**src/rtl/recirc_merge.sv**
```systemverilog
// recirc_merge: per-lane merge of recirculated and buffered ingress words with IDL generation (optional RECIRC_CNT_EN counters)
module recirc_merge #(
    parameter int FIFO_DEPTH  = 4,
    parameter int IDLE_CYCLES = 3
) (
    input  logic       clk,
    input  logic       reset_L,
    input  logic [7:0] in_data0,
    input  logic [7:0] in_data1,
    input  logic [7:0] in_data2,
    input  logic [7:0] in_data3,
    input  logic       in_valid0,
    input  logic       in_valid1,
    input  logic       in_valid2,
    input  logic       in_valid3,
    input  logic [7:0] rc_data0,
    input  logic [7:0] rc_data1,
    input  logic [7:0] rc_data2,
    input  logic [7:0] rc_data3,
    input  logic       rc_valid0,
    input  logic       rc_valid1,
    input  logic       rc_valid2,
    input  logic       rc_valid3,
    output logic [7:0] out_data0,
    output logic [7:0] out_data1,
    output logic [7:0] out_data2,
    output logic [7:0] out_data3,
    output logic       out_valid0,
    output logic       out_valid1,
    output logic       out_valid2,
    output logic       out_valid3,
    output logic       IDL,
    output logic [3:0] ovf,
    output logic [7:0] rc_count0,
    output logic [7:0] rc_count1,
    output logic [7:0] rc_count2,
    output logic [7:0] rc_count3
);
    localparam int AW = $clog2(FIFO_DEPTH);
    localparam int CW = AW + 1;
    localparam logic [CW-1:0] FULL = CW'(FIFO_DEPTH);
    localparam logic [3:0] IC = 4'(IDLE_CYCLES);

    logic [7:0] w_in_d [4];
    logic [7:0] w_rc_d [4];
    logic [7:0] w_od [4];
    logic [7:0] w_rc_cnt [4];
    logic [3:0] w_in_v, w_rc_v, w_empty, w_ov, w_ovf;
    logic       w_quiet;
    logic [3:0] r_idle;
    logic       r_idl;

    assign w_in_d = '{in_data0, in_data1, in_data2, in_data3};
    assign w_rc_d = '{rc_data0, rc_data1, rc_data2, rc_data3};
    assign w_in_v = {in_valid3, in_valid2, in_valid1, in_valid0};
    assign w_rc_v = {rc_valid3, rc_valid2, rc_valid1, rc_valid0};

    for (genvar n = 0; n < 4; n++) begin : g_lane
        logic [7:0]    r_mem [FIFO_DEPTH];
        logic [AW-1:0] r_wp, r_rp;
        logic [CW-1:0] r_cnt;
        logic [7:0]    r_od;
        logic          r_ov, r_ovf;
        logic          w_full, w_pop, w_push;

        assign w_empty[n] = r_cnt == '0;
        assign w_full     = r_cnt == FULL;
        assign w_pop      = !w_rc_v[n] && !w_empty[n];
        // Buffer unless bypassing; a full FIFO only accepts when it pops this cycle
        assign w_push     = w_in_v[n] && (w_rc_v[n] || !w_empty[n]) && (!w_full || w_pop);

        // FIFO storage; contents are don't-care once pointers are cleared
        always_ff @(posedge clk) begin
            if (w_push) r_mem[r_wp] <= w_in_d[n];
        end

        // Pointers, occupancy, merged output and sticky overflow
        always_ff @(posedge clk or negedge reset_L) begin
            if (!reset_L) begin
                r_wp  <= '0;
                r_rp  <= '0;
                r_cnt <= '0;
                r_od  <= '0;
                r_ov  <= 1'b0;
                r_ovf <= 1'b0;
            end else begin
                if (w_push) r_wp <= r_wp + AW'(1);
                if (w_pop) r_rp <= r_rp + AW'(1);
                r_cnt <= r_cnt + CW'(w_push) - CW'(w_pop);
                r_ov  <= w_rc_v[n] || !w_empty[n] || w_in_v[n];
                if (w_rc_v[n]) r_od <= w_rc_d[n];
                else if (!w_empty[n]) r_od <= r_mem[r_rp];
                else if (w_in_v[n]) r_od <= w_in_d[n];
                if (w_in_v[n] && w_rc_v[n] && w_full) r_ovf <= 1'b1;
            end
        end

        assign w_od[n]  = r_od;
        assign w_ov[n]  = r_ov;
        assign w_ovf[n] = r_ovf;

`ifdef RECIRC_CNT_EN
        logic [7:0] r_rc_cnt;
        // Saturating count of recirculated words on this lane
        always_ff @(posedge clk or negedge reset_L) begin
            if (!reset_L) r_rc_cnt <= '0;
            else if (w_rc_v[n] && r_rc_cnt != 8'hFF) r_rc_cnt <= r_rc_cnt + 8'd1;
        end
        assign w_rc_cnt[n] = r_rc_cnt;
`else
        assign w_rc_cnt[n] = 8'd0;
`endif
    end

    assign w_quiet = w_in_v == 4'd0 && &w_empty;

    // Quiet-cycle run length and IDL; recirculated traffic does not count as activity
    always_ff @(posedge clk or negedge reset_L) begin
        if (!reset_L) begin
            r_idle <= '0;
            r_idl  <= 1'b0;
        end else begin
            r_idle <= !w_quiet ? 4'd0 : (r_idle < IC ? r_idle + 4'd1 : r_idle);
            r_idl  <= w_quiet && r_idle >= IC - 4'd1;
        end
    end

    assign out_data0  = w_od[0];
    assign out_data1  = w_od[1];
    assign out_data2  = w_od[2];
    assign out_data3  = w_od[3];
    assign out_valid0 = w_ov[0];
    assign out_valid1 = w_ov[1];
    assign out_valid2 = w_ov[2];
    assign out_valid3 = w_ov[3];
    assign ovf        = w_ovf;
    assign IDL        = r_idl;
    assign rc_count0  = w_rc_cnt[0];
    assign rc_count1  = w_rc_cnt[1];
    assign rc_count2  = w_rc_cnt[2];
    assign rc_count3  = w_rc_cnt[3];
endmodule

```
**config.mk**
```make
export PLATFORM = sky130hd
export DESIGN_NAME = recirc_merge
export DESIGN_NICKNAME = d
export VERILOG_FILES = /design/src/rtl/recirc_merge.sv
export SDC_FILE = /design/constraint.sdc
export NUM_CORES = 1
export LEC_CHECK = 0
export CELL_PAD_IN_SITES_DETAIL_PLACEMENT = 1
export CELL_PAD_IN_SITES_GLOBAL_PLACEMENT = 1
export CORE_MARGIN = 2
export CORE_UTILIZATION = 29
export DETAILED_ROUTE_END_ITERATION = 6
export GPL_TIMING_DRIVEN = 0
export MAX_ROUTING_LAYER = met4
export PLACE_DENSITY_LB_ADDON = 0.1
export SYNTH_ARGS = -nofsm -noshare
export SYNTH_HDL_FRONTEND = slang
export SYNTH_SLANG_ARGS = --single-unit
```
**constraint.sdc**
```tcl
create_clock -name clk -period 5.7 [get_ports clk]
set_input_delay 1.14 -clock clk [delete_from_list [all_inputs] [get_ports clk]]
set_output_delay 1.14 -clock clk [all_outputs]
set_load 0.01 [all_outputs]
```
== Word-level counts from Yosys, hierarchy flattened ==
Memories as Yosys holds them, arrays and structs flattened.
Index checks and enable logic that the tools add are counted.

* Output and inout port bits: 73
* Flip-flop bits (word level): 73
* Bits in writable memories: 128
* Memories kept: 4

{| class="wikitable"
|+ Memory list
! name !! depth !! bits a word !! read ports !! clocked after Yosys merged registers in !! wr ports !! RTL line !! text
|-
| g_lane[0].r_mem || 4 || 8 || 1 || 0 || 1 || 59 || <nowiki>logic [7:0] r_mem [FIFO_DEPTH];</nowiki>
|-
| g_lane[1].r_mem || 4 || 8 || 1 || 0 || 1 || 59 ||
|-
| g_lane[2].r_mem || 4 || 8 || 1 || 0 || 1 || 59 ||
|-
| g_lane[3].r_mem || 4 || 8 || 1 || 0 || 1 || 59 ||
|}

* Add/subtract/negate cells: 17
* Reductions and logical operators: 52
* Magnitude comparators: 2
* Multiplexer cells: 22
* Eq/ne operators: 9

{| class="wikitable"
|+ Operators by type and width
! operator !! number
|-
| 8-bit two-way mux || 12
|-
| 1-bit logical AND || 22
|-
| 2-bit by 1-bit adder with 2-bit output (second input constant) || 8
|-
| 3-bit by 1-bit adder with 3-bit output || 4
|-
| 3-bit equality test (second input constant) || 4
|-
| 1-bit zero test || 12
|-
| 3-bit zero test || 4
|-
| 1-bit logical OR || 12
|-
| 3-bit != test (second input constant) || 4
|-
| 3-bit by 1-bit subtractor with 3-bit output || 4
|-
| 1-bit two-way mux || 8
|-
| 4-bit two-way mux || 2
|-
| 4-bit by 1-bit adder with 4-bit output (second input constant) || 1
|-
| 4-bit by 2-bit >= comparator with 1-bit output (second input constant) || 1
|-
| 4-bit zero test || 1
|-
| 4-bit by 2-bit less-than comparator with 1-bit output (second input constant) || 1
|-
| 4-bit AND reduction || 1
|-
| 2-bit by 1-bit != test with 1-bit output (second input constant) || 1
|}

== Logic depth before layout (Yosys ltp) ==
Gate-level depths: netlist of the first run.

* Depth after elaboration: 7
* Gate-level depth with buffers: 9

== Least setup slack after synthesis of the first run ==
OpenSTA, ideal clock, no wires.

* Path kind: input to register
* Start: in in_valid3
* End: reg g_lane[3].r_cnt[2]
* Buffers on the path: 1
* Setup time: 0.123 ns
* Stages on the path: 9
* Arrival time: 2.953 ns
* Path slack: 2.625 ns
* Cell sequence: clkbuf_1 -> a21boi_1 -> inv_1 -> ha_1 -> inv_1 -> ha_1 -> fa_1 -> xnor2_1 -> xnor2_1

* Word-level cells in the longest chain between the ends: 4

{| class="wikitable"
|+ RTL lines
! element !! RTL line !! text
|-
| from (decl) || 15 || <nowiki>input logic in_valid3,</nowiki>
|-
| 1-bit logical AND (2 in series) || 70 || <nowiki>assign w_push = w_in_v[n] && (w_rc_v[n] || !w_empty[n]) && (!w_full || w_pop);</nowiki>
|-
| 3-bit by 1-bit adder with 3-bit output || 89 || <nowiki>r_cnt <= r_cnt + CW'(w_push) - CW'(w_pop);</nowiki>
|-
| 3-bit by 1-bit subtractor with 3-bit output || 89 ||
|-
| to (signal assigned) || 89 ||
|-
| to (decl) || 61 || <nowiki>logic [CW-1:0] r_cnt;</nowiki>
|}

Every way passes these cells.
A chain may end at the register's enable or synchronous reset.

== Worst setup path after layout of the first run ==
Ends and elaborated chain as after synthesis.

==> results.sh, run 1 <==
export IMPL_core_mm2=0.0304
export IMPL_ys_flop_type="edfxtp_1"
export IMPL_antenna_cells=0
export IMPL_yosys_area_top_type_share_pct=43.0
export IMPL_yosysTopAreaCell="edfxtp_1"
export IMPL_io_buffers=113
export IMPL_yosys_top_cells_area="edfxtp_1, dfrtp_1, mux4_2, ha_1, buf_4"
export IMPL_r2r_cells=9
export IMPL_clock_sinks=201
export IMPL_ant_nets=0
export IMPL_cts_htree_levels=1
export IMPL_powerDensity_mw_per_mm2=466
export IMPL_grt_usage_pct=14.3
export IMPL_syn_avg_cell_area_um2=14.9
export IMPL_crit_path_start_kind="input port"
export IMPL_ys_seq_elements=201
export IMPL_cts_buffer_depth=3
export IMPL_crit_path_max_incr_delay_ns=0.53
export IMPL_die_area_mm2=0.0322
export IMPL_status="complete, no violations"
export IMPL_final_setup_viol_count=0
export IMPL_final_cell_area_mm2=0.0115
export IMPL_utilization_pct=37.7
export IMPL_synth_warnings=0
export IMPL_async_flop_share_pct=36.3
export IMPL_fin_crit_sh_pct=60.7
export IMPL_leakage_nw=4.20
export IMPL_path_delay_family="buffers and inverters"
export IMPL_overflow=0
export IMPL_post_cts_buffers=0
export IMPL_holdPathStages=1
export IMPL_dr_pass1_iters=4
export IMPL_die_h_um=180
export IMPL_grt_pass1_wl_um=35400
export IMPL_clock_latency_ns=0.50
export IMPL_wl_per_cell_um=18.7
export IMPL_finalCriticalPeriod_ns=3.46
export IMPL_cts_resized=0
export IMPL_path_depth=10
export IMPL_hold_viol=0
export IMPL_synth_common_cells="edfxtp_1, dfrtp_1, buf_4"
export IMPL_rsz0062_at_grt="false"
export IMPL_peakVddDrop_uv=214
export IMPL_wirelength_um=22100
export IMPL_slew_violations=0
export IMPL_worstMarginPinSlew_ns=1.13
export IMPL_cap_violations=0
export IMPL_clockRootBuffer="clkbuf_16"
export IMPL_synth_cell_types=42
export IMPL_crit_arrival_ns=3.88
export IMPL_cp_slowest_cell="a21boi_1"
export IMPL_dieWidth_um=180
export IMPL_required_ns=6.12
export IMPL_yosysSeqAreaShare_pct=63.4
export IMPL_area_growth_pct=28.4
export IMPL_post_dp_hpwl_um=14900
export IMPL_cp_max_fo=10
export IMPL_place_congestion=0.710
export IMPL_critPathKind="input port to flip-flop"
export IMPL_synth_edff_count=128
export IMPL_max_slew_margin_pct=24.1
export IMPL_setup_tns_ns=0
export IMPL_yosysMostFrequentCell="edfxtp_1"
export IMPL_nFillCells=3204
export IMPL_num_vias=5457
export IMPL_path_buf_inv=4
export IMPL_rows=64
export IMPL_cts_tree="built"
export IMPL_initialDrtViolationCount=235
export IMPL_skew_ns=0.0111
export IMPL_cts_reportedPaths_clkPinSlew_ns=0.06
export IMPL_grt_max_degree=41
export IMPL_post_route_drc_count=0
export IMPL_nNetsFinal=870
export IMPL_syn_inst=598
export IMPL_io_pins=147
export IMPL_start_util_pct=29.4
export IMPL_grt_pass1_vias=6188
export IMPL_end_kind="flip-flop"
export IMPL_crit_chain="clkdlybuf4s50_1, clkbuf_1, a21boi_1, inv_1, ha_1, inv_1, ha_1, fa_1, xnor2_1, xnor2_1"
export IMPL_max_freq_mhz=289
export IMPL_vias_per_cell=4.62
export IMPL_fin_total_pwr_mw=5.35
export IMPL_antenna_found_initial=0
export IMPL_syn_cell_area_mm2=0.00894
export IMPL_cts_buffers=23
export IMPL_hp_class="flip-flop to flip-flop"
export IMPL_drive_gt1_share_pct=16.2
export IMPL_postCtsHoldBufs=0
export IMPL_placed_area_mm2=0.0107
[report_power, final]
part | internal, mW | switching, mW
clock | 0.881 | 0.578
combinational | 0.861 | 0.834
sequential | 1.99 | 0.208
[area by class of cell]
type | count | area (um^2) | area share, %
inverter | 21 | 78.8 | 0.687
clock inverter | 9 | 92.6 | 0.807
clock buffer | 32 | 649 | 5.66
timing repair buffer | 115 | 1160 | 10.1
sequential | 201 | 5670 | 49.4
buffer | 69 | 403 | 3.51
tap | 396 | 495 | 4.32
multi-input combinational | 338 | 2920 | 25.5
[registers in the layout (all words and copies together), names as in the netlist]
| name | cells |
|---|---|
| out_data0 | 8 |
| g_lane.r_mem | 128 |
| out_data2 | 8 |
| IDL | 1 |
| out_valid2 | 1 |
| g_lane.r_wp | 8 |
| out_data1 | 8 |
| r_idle | 4 |
| out_valid3 | 1 |
| g_lane.r_ovf | 4 |
| g_lane.r_rp | 8 |
| g_lane.r_cnt | 12 |
| out_data3 | 8 |
| out_valid0 | 1 |
| out_valid1 | 1 |
[cell families (layout without fill, tap and decap cells)]
group,Yosys count,in the layout,share of synthesized area (%)
buf+inv,90,246,5.39
simple gates,140,140,9.39
mux,36,36,8.57
flops,201,201,63.4
xor+xnor,28,28,2.74
compound gates,75,75,6.30
fa+ha+maj,27,27,4.12
other cells,1,32,0.0420
[metal layers]
metal | global-route usage [%] | vias up | part of all wire [%] | wire, um
li1 | - | 2516 | - | -
met1 | 18.1 | 2788 | 45 | 9940
met2 | 24.0 | 120 | 49 | 10800
met3 | 2.41 | 33 | 3.8 | 836
met4 | 3.25 | 0 | 2.1 | 473
met5 | - | - | 0 | 0
[cells in the final DEF (no fill, tap or decap), drive strengths merged, types with 4 or more instances in the layout]
| cell | count |
|---|---|
| buf | 50 |
| nand2 | 9 |
| conb | 32 |
| edfxtp | 128 |
| nor2 | 13 |
| clkinv | 7 |
| o32a | 8 |
| and2 | 17 |
| a22o | 8 |
| nor4 | 5 |
| dfrtp | 73 |
| a22oi | 16 |
| clkdlybuf4s50 | 112 |
| nand3b | 19 |
| clkbuf | 54 |
| xnor2 | 23 |
| nor3b | 8 |
| xor2 | 5 |
| mux2 | 4 |
| a31oi | 8 |
| ha | 23 |
| mux4 | 32 |
| o21ai | 17 |
| or3 | 4 |
| fa | 4 |
| or4 | 5 |
| inv | 21 |
| nor3 | 27 |
| o2bb2ai | 8 |
| nand2b | 28 |
[stage by stage]
step,instances,hold slack [ns],setup slack (ns)
finish,1181,0.467,2.24
global route,1181,0.493,1.98
CTS,1181,0.476,2.21
floorplan,629,0.438,2.62
detailed placement,1140,0.462,1.68
global placement,1138,0.462,0.199
[final timing paths]
check | startpoint | slack [ns] | endpoint
max in group asynchronous | reset_L | 4.43 | out_data1[7]
worst min register to register | g_lane[1].r_ovf | 0.47 | g_lane[1].r_ovf
worst max-delay path | in_valid3 | 2.24 | g_lane[3].r_cnt[2]
worst min-delay path | g_lane[1].r_ovf | 0.47 | g_lane[1].r_ovf
worst max register to register | g_lane[3].r_cnt[1] | 3.06 | g_lane[3].r_cnt[2]
min in group asynchronous | reset_L | 0.64 | out_data2[3]
[worst reg2reg max path: cells and delay by family (launching register included)]
family | cells | cell delay, ns
adder cells (fa/ha/maj) | 3 | 0.94
AND/OR/NAND/NOR | 2 | 0.54
flip-flops | 1 | 0.42
buffers and inverters | 2 | 0.33
XOR/XNOR | 2 | 0.32
(Power assumes the default switching activity.)
==> inputs of run 2 (changes only) <==
Clock period 5.7 ns to 3.5 ns, I/O delays scaled along.
==> results of run 2 <==
Same layout as run 1 (identical final DEF). Status: complete, no violations.
Among the figures that moved: setup slack after placement 1.68 ns -> -0.0802 ns; setup slack after layout 2.24 ns -> 0.478 ns; hold slack 0.467 ns -> 0.202 ns; register-to-register setup slack 3.06 ns -> 0.86 ns; total power 5.35 mW -> 8.71 mW; worst IR drop on VDD 214 uV -> 349 uV
